[config.mk]
export PLATFORM = sky130hd
export DESIGN_NAME = multi_clock_suite_handshake_sink_flat
export DESIGN_NICKNAME = d
export VERILOG_FILES = /design/src/rtl/multi_clock_suite_handshake_sink_pkg.sv /design/src/rtl/multi_clock_suite_handshake_sink_if.sv /design/src/rtl/multi_clock_suite_rx_fifo.sv /design/src/rtl/multi_clock_suite_handshake_sink.sv /design/src/flat_wrapper.sv
export SDC_FILE = /design/constraint.sdc
export NUM_CORES = 1
export LEC_CHECK = 0
export BUFFER_PORTS_ARGS = -buffer_cell sky130_fd_sc_hd__clkbuf_2
export CAP_MARGIN = 20
export CORE_MARGIN = 3
export CORE_UTILIZATION = 59
export DETAILED_ROUTE_END_ITERATION = 12
export GPL_TIMING_DRIVEN = 0
export PLACE_DENSITY = 0.88
export SLEW_MARGIN = 5
export SYNTH_ARGS = -nofsm -noshare
export SYNTH_HDL_FRONTEND = slang
export SYNTH_HIERARCHICAL = 1
export SYNTH_SLANG_ARGS = --single-unit
[constraint.sdc]
create_clock -name C0 -period 3.2 [get_ports C0]
set_input_delay 0.8 -clock C0 [delete_from_list [all_inputs] [get_ports C0]]
set_output_delay 0.8 -clock C0 [all_outputs]
set_load 0.005 [all_outputs]
[src/rtl/multi_clock_suite_handshake_sink_pkg.sv]
// Shared definitions for the handshake sink: default geometry and FSM state encodings.
package multi_clock_suite_handshake_sink_pkg;

  localparam int unsigned DEF_WIDTH = 8;
  localparam int unsigned DEF_DEPTH = 4;
  localparam int unsigned DEF_CNTW  = 16;

  localparam logic [0:0] ST_RUN   = 1'b0;
  localparam logic [0:0] ST_FLUSH = 1'b1;

endpackage

[src/rtl/multi_clock_suite_handshake_sink_if.sv]
// Upstream/downstream stream bundle of the handshake sink.
//  master: drives io_in_valid/io_in_bits, io_out_ready, io_flush (the surrounding test component)
//  slave : drives io_in_ready, io_out_valid/io_out_bits, io_count, io_accepted (the sink)
interface multi_clock_suite_handshake_sink_if
  import multi_clock_suite_handshake_sink_pkg::*;
#(
  parameter int unsigned WIDTH = DEF_WIDTH,
  parameter int unsigned DEPTH = DEF_DEPTH,
  parameter int unsigned CNTW  = DEF_CNTW
);
  localparam int unsigned CW = $clog2(DEPTH) + 1;

  logic             io_in_valid;
  logic [WIDTH-1:0] io_in_bits;
  logic             io_in_ready;
  logic             io_out_valid;
  logic [WIDTH-1:0] io_out_bits;
  logic             io_out_ready;
  logic             io_flush;
  logic [CW-1:0]    io_count;
  logic [CNTW-1:0]  io_accepted;

  modport master (
    output io_in_valid, io_in_bits, io_out_ready, io_flush,
    input  io_in_ready, io_out_valid, io_out_bits, io_count, io_accepted
  );

  modport slave (
    input  io_in_valid, io_in_bits, io_out_ready, io_flush,
    output io_in_ready, io_out_valid, io_out_bits, io_count, io_accepted
  );

endinterface

[src/rtl/multi_clock_suite_rx_fifo.sv]
// DEPTH-entry circular buffer with push/pop/clear; head and valid are combinational.
//  clk_i, rst_ni        : clock, synchronous active-low reset
//  push_i, push_data_i  : write a beat (caller guarantees not full)
//  pop_i                : retire the head (caller guarantees not empty)
//  clear_i              : drop all entries, overrides push/pop
//  head_c_o, valid_c_o  : head data / non-empty
//  count_o              : registered occupancy; count_next_c_o is its next value
module multi_clock_suite_rx_fifo
  import multi_clock_suite_handshake_sink_pkg::*;
#(
  parameter int unsigned WIDTH = DEF_WIDTH,
  parameter int unsigned DEPTH = DEF_DEPTH
) (
  input  logic                       clk_i,
  input  logic                       rst_ni,
  input  logic                       push_i,
  input  logic [WIDTH-1:0]           push_data_i,
  input  logic                       pop_i,
  input  logic                       clear_i,
  output logic [WIDTH-1:0]           head_c_o,
  output logic                       valid_c_o,
  output logic [$clog2(DEPTH):0]     count_o,
  output logic [$clog2(DEPTH):0]     count_next_c_o
);
  localparam int unsigned PW = $clog2(DEPTH);
  localparam int unsigned CW = PW + 1;

  logic [WIDTH-1:0] mem_q [DEPTH];
  logic [PW-1:0]    wr_ptr_q, wr_ptr_d;
  logic [PW-1:0]    rd_ptr_q, rd_ptr_d;
  logic [CW-1:0]    count_q, count_d;

  // Pointers wrap naturally at DEPTH (power of two); count separates full from empty.
  always_comb begin
    wr_ptr_d = wr_ptr_q;
    rd_ptr_d = rd_ptr_q;
    count_d  = count_q;
    if (clear_i) begin
      wr_ptr_d = '0;
      rd_ptr_d = '0;
      count_d  = '0;
    end else begin
      if (push_i) wr_ptr_d = wr_ptr_q + PW'(1);
      if (pop_i)  rd_ptr_d = rd_ptr_q + PW'(1);
      count_d = count_q + CW'(push_i) - CW'(pop_i);
    end
  end

  always_ff @(posedge clk_i) begin
    if (!rst_ni) begin
      wr_ptr_q <= '0;
      rd_ptr_q <= '0;
      count_q  <= '0;
    end else begin
      wr_ptr_q <= wr_ptr_d;
      rd_ptr_q <= rd_ptr_d;
      count_q  <= count_d;
    end
  end

  // Storage is not reset; contents are only observable while count is non-zero.
  always_ff @(posedge clk_i) begin
    if (rst_ni && push_i && !clear_i) mem_q[wr_ptr_q] <= push_data_i;
  end

  assign head_c_o       = mem_q[rd_ptr_q];
  assign valid_c_o      = (count_q != '0);
  assign count_o        = count_q;
  assign count_next_c_o = count_d;

endmodule

[src/rtl/multi_clock_suite_handshake_sink.sv]
// Receiving end of a valid/ready stream: registered ready, DEPTH-entry buffer,
// accepted-beat counter and a one-cycle synchronous flush.
//  C0    : clock
//  reset : synchronous active-low reset
//  bus   : stream bundle (slave side), see multi_clock_suite_handshake_sink_if
module multi_clock_suite_handshake_sink
  import multi_clock_suite_handshake_sink_pkg::*;
#(
  parameter int unsigned WIDTH = DEF_WIDTH,
  parameter int unsigned DEPTH = DEF_DEPTH,
  parameter int unsigned CNTW  = DEF_CNTW
) (
  input  logic                                  C0,
  input  logic                                  reset,
  multi_clock_suite_handshake_sink_if.slave     bus
);
  localparam int unsigned CW = $clog2(DEPTH) + 1;

  logic [0:0]       state_q, state_d;
  logic             ready_q, ready_d;
  logic [CNTW-1:0]  accepted_q, accepted_d;
  logic             acc_c, pop_c;
  logic             fifo_valid;
  logic [WIDTH-1:0] fifo_head;
  logic [CW-1:0]    fifo_count, fifo_count_next;

  // A flush edge ignores traffic entirely, including an otherwise valid accept.
  assign acc_c = bus.io_in_valid & ready_q & (state_q == ST_RUN) & ~bus.io_flush;
  assign pop_c = fifo_valid & bus.io_out_ready & ~bus.io_flush;

  // Next-state: flush holds FLUSH for as long as it is asserted, then returns to RUN.
  always_comb begin
    state_d = state_q;
    case (state_q)
      ST_RUN:   if (bus.io_flush) state_d = ST_FLUSH;
      ST_FLUSH: state_d = bus.io_flush ? ST_FLUSH : ST_RUN;
      default:  state_d = ST_RUN;
    endcase
  end

  // Ready looks one cycle ahead so it can be registered without overflowing.
  assign ready_d    = (state_d == ST_RUN) & (fifo_count_next < CW'(DEPTH));
  assign accepted_d = acc_c ? accepted_q + CNTW'(1) : accepted_q;

  always_ff @(posedge C0) begin
    if (!reset) begin
      state_q    <= ST_RUN;
      ready_q    <= 1'b0;
      accepted_q <= '0;
    end else begin
      state_q    <= state_d;
      ready_q    <= ready_d;
      accepted_q <= accepted_d;
    end
  end

  multi_clock_suite_rx_fifo #(
    .WIDTH (WIDTH),
    .DEPTH (DEPTH)
  ) u_fifo (
    .clk_i          (C0),
    .rst_ni         (reset),
    .push_i         (acc_c),
    .push_data_i    (bus.io_in_bits),
    .pop_i          (pop_c),
    .clear_i        (bus.io_flush),
    .head_c_o       (fifo_head),
    .valid_c_o      (fifo_valid),
    .count_o        (fifo_count),
    .count_next_c_o (fifo_count_next)
  );

  assign bus.io_in_ready  = ready_q;
  assign bus.io_out_valid = fifo_valid;
  assign bus.io_out_bits  = fifo_head;
  assign bus.io_count     = fifo_count;
  assign bus.io_accepted  = accepted_q;

endmodule

[src/flat_wrapper.sv]
// flat-port wrapper written by rule: the top's interface ports become plain ports
module multi_clock_suite_handshake_sink_flat import multi_clock_suite_handshake_sink_pkg::*;
#(
  parameter int unsigned WIDTH = DEF_WIDTH,
  parameter int unsigned DEPTH = DEF_DEPTH,
  parameter int unsigned CNTW  = DEF_CNTW
)
  (C0, reset, bus_io_in_valid, bus_io_in_bits, bus_io_out_ready, bus_io_flush, bus_io_in_ready, bus_io_out_valid, bus_io_out_bits, bus_io_count, bus_io_accepted);
  multi_clock_suite_handshake_sink_if #(.WIDTH(WIDTH), .DEPTH(DEPTH), .CNTW(CNTW)) bus_i ();
  input  logic C0;
  input  logic reset;
  input wire logic [$bits(bus_i.io_in_valid)-1:0] bus_io_in_valid;
  input wire logic [$bits(bus_i.io_in_bits)-1:0] bus_io_in_bits;
  input wire logic [$bits(bus_i.io_out_ready)-1:0] bus_io_out_ready;
  input wire logic [$bits(bus_i.io_flush)-1:0] bus_io_flush;
  output wire logic [$bits(bus_i.io_in_ready)-1:0] bus_io_in_ready;
  output wire logic [$bits(bus_i.io_out_valid)-1:0] bus_io_out_valid;
  output wire logic [$bits(bus_i.io_out_bits)-1:0] bus_io_out_bits;
  output wire logic [$bits(bus_i.io_count)-1:0] bus_io_count;
  output wire logic [$bits(bus_i.io_accepted)-1:0] bus_io_accepted;
  assign bus_i.io_in_valid = bus_io_in_valid;
  assign bus_i.io_in_bits = bus_io_in_bits;
  assign bus_i.io_out_ready = bus_io_out_ready;
  assign bus_i.io_flush = bus_io_flush;
  assign bus_io_in_ready = bus_i.io_in_ready;
  assign bus_io_out_valid = bus_i.io_out_valid;
  assign bus_io_out_bits = bus_i.io_out_bits;
  assign bus_io_count = bus_i.io_count;
  assign bus_io_accepted = bus_i.io_accepted;
  multi_clock_suite_handshake_sink #(.WIDTH(WIDTH), .DEPTH(DEPTH), .CNTW(CNTW)) u_core (.C0(C0), .reset(reset), .bus(bus_i));
endmodule
# Yosys cells after proc, flatten, opt, wreduce, memory -nomap -nowiden
# Memories as Yosys holds them, arrays and structs flattened. A register that Yosys moved wholly into a read port is not among the register bits.
# Index checks and enable logic that the tools add are counted.
# classes
n_reduce_logical	5
magnitude_cmp	1
n_addsub	5
bitwise_logic	10
muxes	6
# ops
operator	count
adder 16 x 1 -> 16 bit, second input constant	1
bitwise AND 1 bit	6
adder 2 x 1 -> 2 bit, second input constant	2
2-to-1 mux 2 bit	2
inverter 1 bit	4
adder 3 x 1 -> 3 bit	1
less-than comparator 3 bit, second input constant	1
2-to-1 mux 1 bit	3
2-to-1 mux 3 bit	1
nonzero test 3 bit	1
subtractor 3 x 1 -> 3 bit	1
logical AND 1 bit	2
OR reduction 2 bit	1
logical NOT 1 bit	1
# totals
ramBits	32
out_inout_bits	29
n_memories	1
regBits	25
in_bits	13
word_cells	34
# memory_table
name	depth	word_bits	rd	rd_clocked_by_memory_dff	write_ports	line_no	rtl
u_core.u_fifo.mem_q	4	8	1	1	1	multi_clock_suite_rx_fifo.sv:28	logic [WIDTH-1:0] mem_q [DEPTH];

# Depth between registers and ports, before layout
# Gate-level depths: netlist of the first run.
# depth
depth_word	8
depth_mapped	11
mapped_depth_nobuf	11

# Modules after synthesis
# Netlist of the first run, hierarchy kept.
# by_module_without_submodules
module	seq_area_each_um2	cells_each	area_per_inst_um2	instances
multi_clock_suite_rx_fifo	1141.1	87	1612.8	1
multi_clock_suite_handshake_sink	360.3	88	790.8	1

# Least setup slack after synthesis of the first run
# OpenSTA, ideal clock, no wires.
# synth_timing
path_kind	input to register
start	input bus_io_out_ready
end	register u_core.ready_q (netlist: u_core/bus.io_in_ready)
path_stages	10
path_buffers	0
required_ns	3.122
setup_slack_ns	0.867
setup_time_ns	0.078
arrival_ns	2.256
path_cell_list	nand2_1 > nor2_1 > ha_1 > inv_1 > ha_1 > inv_1 > fa_1 > xnor3_1 > nor2_1 > nor3_1
# synth_between
elab_chain_len	6
# synth_lines
item	line_no	rtl
start, declared	flat_wrapper.sv:14	input wire logic [$bits(bus_i.io_out_ready)-1:0] bus_io_out_ready;
bitwise AND 1 bit (2 in a row)	multi_clock_suite_handshake_sink.sv:29	assign pop_c = fifo_valid & bus.io_out_ready & ~bus.io_flush;
net u_core.pop_c	multi_clock_suite_handshake_sink.sv:22	logic acc_c, pop_c;
subtractor 3 x 1 -> 3 bit	multi_clock_suite_rx_fifo.sv:45	count_d = count_q + CW'(push_i) - CW'(pop_i);
2-to-1 mux 3 bit	multi_clock_suite_rx_fifo.sv:38	if (clear_i) begin
net u_core.fifo_count_next[2]	multi_clock_suite_handshake_sink.sv:25	logic [CW-1:0] fifo_count, fifo_count_next;
less-than comparator 3 bit	multi_clock_suite_handshake_sink.sv:42	assign ready_d = (state_d == ST_RUN) & (fifo_count_next < CW'(DEPTH));
bitwise AND 1 bit	multi_clock_suite_handshake_sink.sv:42	
end signal, assigned	multi_clock_suite_handshake_sink.sv:52	ready_q <= ready_d;
end, declared	multi_clock_suite_handshake_sink.sv:20	logic ready_q, ready_d;
# The timed path passes the listed nets, and every way through them passes these cells.
# A chain may end at the register's enable or synchronous reset.

# Worst setup path after layout of the first run
# layout_timing
start	input bus_io_flush
end	register u_core.ready_q (netlist: u_core/bus.io_in_ready)
# layout_between
elab_chain_len	7
# layout_lines
item	line_no	rtl
start, declared	flat_wrapper.sv:15	input wire logic [$bits(bus_i.io_flush)-1:0] bus_io_flush;
inverter 1 bit	multi_clock_suite_handshake_sink.sv:28	assign acc_c = bus.io_in_valid & ready_q & (state_q == ST_RUN) & ~bus.io_flush;
bitwise AND 1 bit	multi_clock_suite_handshake_sink.sv:28	
net u_core.acc_c	multi_clock_suite_handshake_sink.sv:22	
adder 3 x 1 -> 3 bit	multi_clock_suite_rx_fifo.sv:45	
subtractor 3 x 1 -> 3 bit	multi_clock_suite_rx_fifo.sv:45	
2-to-1 mux 3 bit	multi_clock_suite_rx_fifo.sv:38	
net u_core.fifo_count_next[2]	multi_clock_suite_handshake_sink.sv:25	
less-than comparator 3 bit	multi_clock_suite_handshake_sink.sv:42	
bitwise AND 1 bit	multi_clock_suite_handshake_sink.sv:42	
# The timed path passes the listed nets, and every way through them passes these cells.

==> results.ini, run 1 <==
[yosys]
synth.largest_area_cell = edfxtp_1
ys_warn_count = 6
synth.distinct_cells = 36
synth_area_leaders = edfxtp_1 (40%), dfxtp_1 (22%), mux4_2 (7.5%)
synth_nets = 196
synth-main-ff-cell = edfxtp_1
synthTopCellsByCount = edfxtp_1 (32), dfxtp_1 (27), nor2_1 (16)
seq_area_frac_synth_pct = 62.5
yosys_register_bits = 59
avgSynthCellArea_um2 = 13.7
synth_area_um2 = 2400
async_flop_share_pct = 0
yosys.area.top_type_share_pct = 40.0
syn-instance-count = 175
synth_edf_count = 32
post-synth-top-count-cell = edfxtp_1

[clock_tree]
clock-sinks = 59
cts_hold_buf = 0
cts_tree = built
clockBufferDepth = 2
cts-root-buf = clkbuf_8
clk_latency_ns = 0.32
postCtsSetupBuffers = 0
ctsHtreeMaxLevel = 3
cts_buffers = 9
cts_resized = 0
clk_pin_slew_worst_paths_ns = 0.05

[timing]
hold_ws_ns = 0.486
tightest_slew_ns = 0.472
maxSlewHeadroom_pct = 68.5
report.final.slew_viol_count = 0
clock.fmax_mhz = 422
final_hold_viol_count = 0
fin_tns_setup_ns = 0
timing.final.crit_share_pct = 74.1
rsz0062_at_grt = false
min_period_ns = 2.37
setup_viol = 0
skew_ns = 0.00672

[setup_path]
cp-start-kind = input pin
slowest_delay_ns = 0.37
critPathKind = in -> reg
end_kind = register
crit_family = simple AND/OR/NAND/NOR gates
crit_arrival_ns = 2.61
required_ns = 3.44
cp_slowest_cell = fa_1
crit_buf_inv = 3
crit_fanout = 16
path_cells = clkbuf_2 -> and4bb_4 -> buf_4 -> ha_1 -> inv_1 -> fa_1 -> xnor3_1 -> nor2_1 -> nor3_1

[drt]
vias = 1540
first_pass_iters = 4
drc_errors = 0
routed_wl_um = 4430
ant_nets = 0
drt_iter0_drc = 79
viasPerCell = 5.50
wire_per_inst_um = 15.8

[global_routing]
grt_antenna_before_repair = 0
grt_max_degree = 17
grt_pass1_wl_um = 7120
grt_usage_pct = 18.9
grt_pass1_vias = 1500
grt_remaining_overflow = 0

[power]
irDropWorstVdd_mv = 0.369
power_leakage_uw = 0.00108
p_per_area_nw_per_um2 = 490

[min_path]
worstHoldPathType = reg -> reg

[floorplan]
io_pins = 42
rows = 22
die_h_um = 69.8
start_util_pct = 63.3
placeableCoreArea_um2 = 3800
die-area_um2 = 4880
dieWidth_um = 69.8

[placed_design]
dp_hpwl_um = 3110
postPlaceCellArea_um2 = 2670
io_buffers = 41
routabilityCongestion = 0.704
dp_cells = 264

[final_layout]
n_antenna_cell = 0
drive_above_1_share_pct = 28.9
nNetsFinal = 248
fin_cells = 280
area_delta_synth_final_pct = 17.7
final_area_um2 = 2830

[run_status]
status = finished, final reports clean

[job]
maxCapViolCount = 0

## cells in the final DEF, fill, tap and decap left out, types with 7 or more instances in the layout
cell type  instances
ha_1               7
nand2_1            7
edfxtp_1          32
clkbuf_2          42
a21oi_1            7
nor2_1            16
clkbuf_8          10
mux4_2             8
dfxtp_1           27
## through the flow
stage	utilization (%)	worst slack, ns	total power [µW]
3_5_place_dp	70.3	0.528	851
3_3_place_gp	70.3	0.577	849
5_1_grt	74.5	0.711	1430
2_1_floorplan	-	0.867	832
6_report	74.5	0.828	1390
4_1_cts	74.5	0.833	1400
## path summary, 6_finish.rpt
| kind | start | end | slack (ns) | cells past startpoint |
|---|---|---|---|---|
| setup / recovery | bus_io_flush | u_core/bus.io_in_ready$_SDFF_PN0_ | 0.83 | 9 |
| setup reg to reg | u_core/u_fifo/count_o[1]$_SDFF_PN0_ | u_core/bus.io_in_ready$_SDFF_PN0_ | 0.88 | 11 |
| hold reg to reg | u_core/bus.io_accepted[15]$_SDFFE_PN0P_ | u_core/bus.io_accepted[15]$_SDFFE_PN0P_ | 0.49 | 2 |
| hold / removal | u_core/bus.io_accepted[15]$_SDFFE_PN0P_ | u_core/bus.io_accepted[15]$_SDFFE_PN0P_ | 0.49 | 2 |
## area by class of cell
cell class	count	area [µm²]
multi-input cells	105	847
plain buffers	5	32.5
inverters	6	22.5
clock buffers	15	156
flip-flops and latches	59	1500
clock inverters	1	3.75
well taps	48	60.1
fillers	230	970
repair buffers	41	205
## report_power, final
group          switching [µW]  internal, µW  total (µW)
registers                1.57           800         802
logic                    19.8          13.3        33.1
clock network             251           301         552
total                     273          1110        1390
## state kept, by name (all words and copies together) (netlist names), named ones only
register / cells
u_core/state_q: 1
u_core/bus.io_accepted: 16
u_core/u_fifo/rd_ptr_q: 2
u_core/u_fifo/mem_q: 32
u_core/bus.io_in_ready: 1
u_core/u_fifo/wr_ptr_q: 2
u_core/u_fifo/count_o: 3
## worst reg2reg max path: stages, from the launching register on
cell and delay, ns:
dfxtp_1 0.35, or3_1 0.37, nand2_1 0.08, nor2_1 0.08, ha_1 0.30, inv_1 0.05
ha_1 0.13, inv_1 0.05, fa_1 0.37, xnor3_1 0.24, nor2_1 0.05, nor3_1 0.18
## cells by family (layout without fill, tap and decap cells)
| logic type | count (synthesis) | in the layout | synth area share [%] |
|---|---|---|---|
| AND/OR/NAND/NOR | 60 | 60 | 14.0 |
| adder cells (fa/ha/maj) | 8 | 8 | 4.48 |
| XOR/XNOR | 10 | 10 | 4.22 |
| flip-flops | 59 | 59 | 62.5 |
| multiplexers | 11 | 11 | 8.75 |
| buffers and inverters | 11 | 68 | 2.29 |
| AO/OA/AOI/OAI | 16 | 16 | 3.85 |
## per-layer routing
layer	wire, µm	up-vias	track usage (%)
li1	-	746	-
met1	1820	743	22.9
met2	2360	43	31.6
met3	178	8	4.78
met4	76	0	8.94
met5	0	-	0
(Power assumes the default switching activity.)
==> inputs of run 2 (changes only) <==
--- a/config.mk
+++ b/config.mk
@@ -8,10 +8,10 @@
 export BUFFER_PORTS_ARGS = -buffer_cell sky130_fd_sc_hd__clkbuf_2
 export CAP_MARGIN = 20
 export CORE_MARGIN = 3
-export CORE_UTILIZATION = 59
+export CORE_UTILIZATION = 55
 export DETAILED_ROUTE_END_ITERATION = 12
 export GPL_TIMING_DRIVEN = 0
-export PLACE_DENSITY = 0.88
+export PLACE_DENSITY = 0.84
 export SLEW_MARGIN = 5
 export SYNTH_ARGS = -nofsm -noshare
 export SYNTH_HDL_FRONTEND = slang
==> constraint.sdc (replaced) <==
create_clock -name C0 -period 2.35 [get_ports C0]
set_input_delay 0.5875 -clock C0 [delete_from_list [all_inputs] [get_ports C0]]
set_output_delay 0.5875 -clock C0 [all_outputs]
set_load 0.005 [all_outputs]
==> run 2 against run 1 <==
Setup slack worse by 0.66 ns. Core utilization fell by 4.9 points. Critical path depth grew 2. Clock power increased by 54%. Sequential share of layout area down 0.50 points. Non-clock buffer count stayed put. Routed wire length decreased by 5.5%. Sequential power up 36%. Die area is 6.6% higher. Largest cell class unchanged. Highest routed layer unchanged.
==> results.ini, run 2 (synthesized netlist as in run 1, its figures left out) <==
[setup_path]
timing.rr.start = u_core/u_fifo/count_o[1]$_SDFF_PN0_
path_cells = or3_1 -> nand2_1 -> nor2_2 -> ha_1 -> inv_1 -> ha_1 -> inv_1 -> fa_1 -> xnor3_1 -> nor2_1 -> nor3_1
critical_path.endpoint = u_core/bus.io_in_ready$_SDFF_PN0_
reg2reg_slack_ns = 0.17
startpoint = u_core/u_fifo/count_o[1]$_SDFF_PN0_
crit_family = adder cells
crit_fanout = 4
cp-start-kind = register
crit_buf_inv = 2
slowest_delay_ns = 0.36
r2r_end = u_core/bus.io_in_ready$_SDFF_PN0_
worst-r2r-cell-count = 11
crit_arrival_ns = 2.43
crit_cells = 11
critPathKind = reg -> reg
cp_slowest_cell = dfxtp_4
end_kind = register
required_ns = 2.60

[drt]
ant_nets = 0
wire_per_inst_um = 14.8
drt_iter0_drc = 99
routed_wl_um = 4190
first_pass_iters = 4
vias = 1544
drc_errors = 0
viasPerCell = 5.48

[global_routing]
grt_usage_pct = 17.5
grt_pass1_vias = 1490
grt_pass1_wl_um = 6770
grtUsageMet3_pct = 6.23
grt_remaining_overflow = 0
use_met1_pct = 20.0
grt_max_degree = 17
grt_antenna_before_repair = 0
met2_usage_pct = 29.5
grt-busiest-layer = met2

[clock_tree]
ctsHtreeMaxLevel = 3
clockBufferDepth = 2
cts-root-buf = clkbuf_8
postCtsSetupBuffers = 0
clock-sinks = 59
cts_tree = built
cts_buffers = 9
clk_latency_ns = 0.32
clk_pin_slew_worst_paths_ns = 0.06

[floorplan]
placeableCoreArea_um2 = 4120
start_util_pct = 58.4
die-area_um2 = 5200
io_pins = 42
die_h_um = 72.1
dieWidth_um = 72.1
rows = 23

[final_layout]
top_register = u_core/u_fifo/mem_q
largest_reg_flops = 32
nNetsFinal = 248
n_antenna_cell = 0
area_delta_synth_final_pct = 19.1
drive_above_1_share_pct = 31.5
mostFrequentLayoutCell = clkbuf_2
final_cell_mix = clkbuf_2 (42), edfxtp_1 (32), dfxtp_1 (26)

[placed_design]
io_buffers = 41
dp_hpwl_um = 2920
routabilityCongestion = 0.756
place_ws_ns = -0.0815

[power]
p_per_area_nw_per_um2 = 693
power_leakage_uw = 0.00110
irDropWorstVdd_mv = 0.476

[timing]
maxSlewHeadroom_pct = 71.3
setup_viol = 0
rsz0062_at_grt = false
clock.fmax_mhz = 458
layout_setup_ws_ns = 0.169
skew_ns = 0.00400
timing.final.crit_share_pct = 92.8
report.final.slew_viol_count = 0
tightest_slew_ns = 0.430
final_hold_viol_count = 0
min_period_ns = 2.18
hold_ws_ns = 0.473

[job]
maxCapViolCount = 0

[run_status]
status = finished, final reports clean

[min_path]
worstHoldPathType = reg -> reg

[run 2: cell count changes in the layout (fill, tap and decap cells not counted), sizes merged]
| cell | previous run | this run |
|---|---|---|
| clkbuf | 58 | 54 |
| clkinv | 1 | 4 |
| bufinv | 0 | 1 |
[run 2: tightest hold or removal path, stage by stage (launching register included)]
cell and delay [ns]:
dfxtp_1 0.32, nand2_1 0.05, mux2i_1 0.05
[run 2: stage by stage]
step                      cell area (µm²)  instances  TNS, ns  total power [µW]  util (%)
final                                2860        282        0              1980      69.6
after CTS                            2860        282        0              2010      69.4
after floorplan                      2400        175        0              1130         -
after global routing                 2860        282        0              2070      69.6
after detailed placement             2670        266  -0.0815              1160      64.9
after global placement               2670        266  -0.0643              1160      64.9
[run 2: repair_timing]
action / in CTS / in global routing
endpoints found under the setup margin: 0 / 1
resized for setup: 0 / 3
hold buffers: 0 / 0
[run 2: worst min-delay path by stage]
stage,end,cells after the start,slack [ns],start
after floorplan,u_core/bus.io_accepted[15]$_SDFFE_PN0P_,2,0.46,u_core/bus.io_accepted[15]$_SDFFE_PN0P_
after global placement,u_core/bus.io_accepted[15]$_SDFFE_PN0P_,2,0.46,u_core/bus.io_accepted[15]$_SDFFE_PN0P_
after detailed placement,u_core/bus.io_accepted[15]$_SDFFE_PN0P_,2,0.46,u_core/bus.io_accepted[15]$_SDFFE_PN0P_
after CTS,u_core/u_fifo/mem_q[3][5]$_DFFE_PP_,1,0.47,bus_io_in_bits[5]
after global routing,u_core/u_fifo/mem_q[3][5]$_DFFE_PP_,1,0.46,bus_io_in_bits[5]
final,u_core/bus.io_accepted[15]$_SDFFE_PN0P_,2,0.47,u_core/bus.io_accepted[15]$_SDFFE_PN0P_
[run 2: final cells by class]
type,count,area [µm²]
sequential,59,1510
timing repair buffer,41,205
fill,300,1250
tap,50,62.6
clock buffer,11,131
inverter,6,22.5
buffer,5,32.5
multi-input combinational,105,850
clock inverter,5,53.8
[run 2: per-layer routing]
layer | wire [µm] | vias up
li1 | - | 746
met1 | 1760 | 746
met2 | 2160 | 46
met3 | 232 | 6
met4 | 36 | 0
met5 | 0 | -
[run 2: power breakdown]
group	internal [µW]	switching, µW
Sequential	1090	2.15
Clock	486	362
Combinational	18.1	27.0
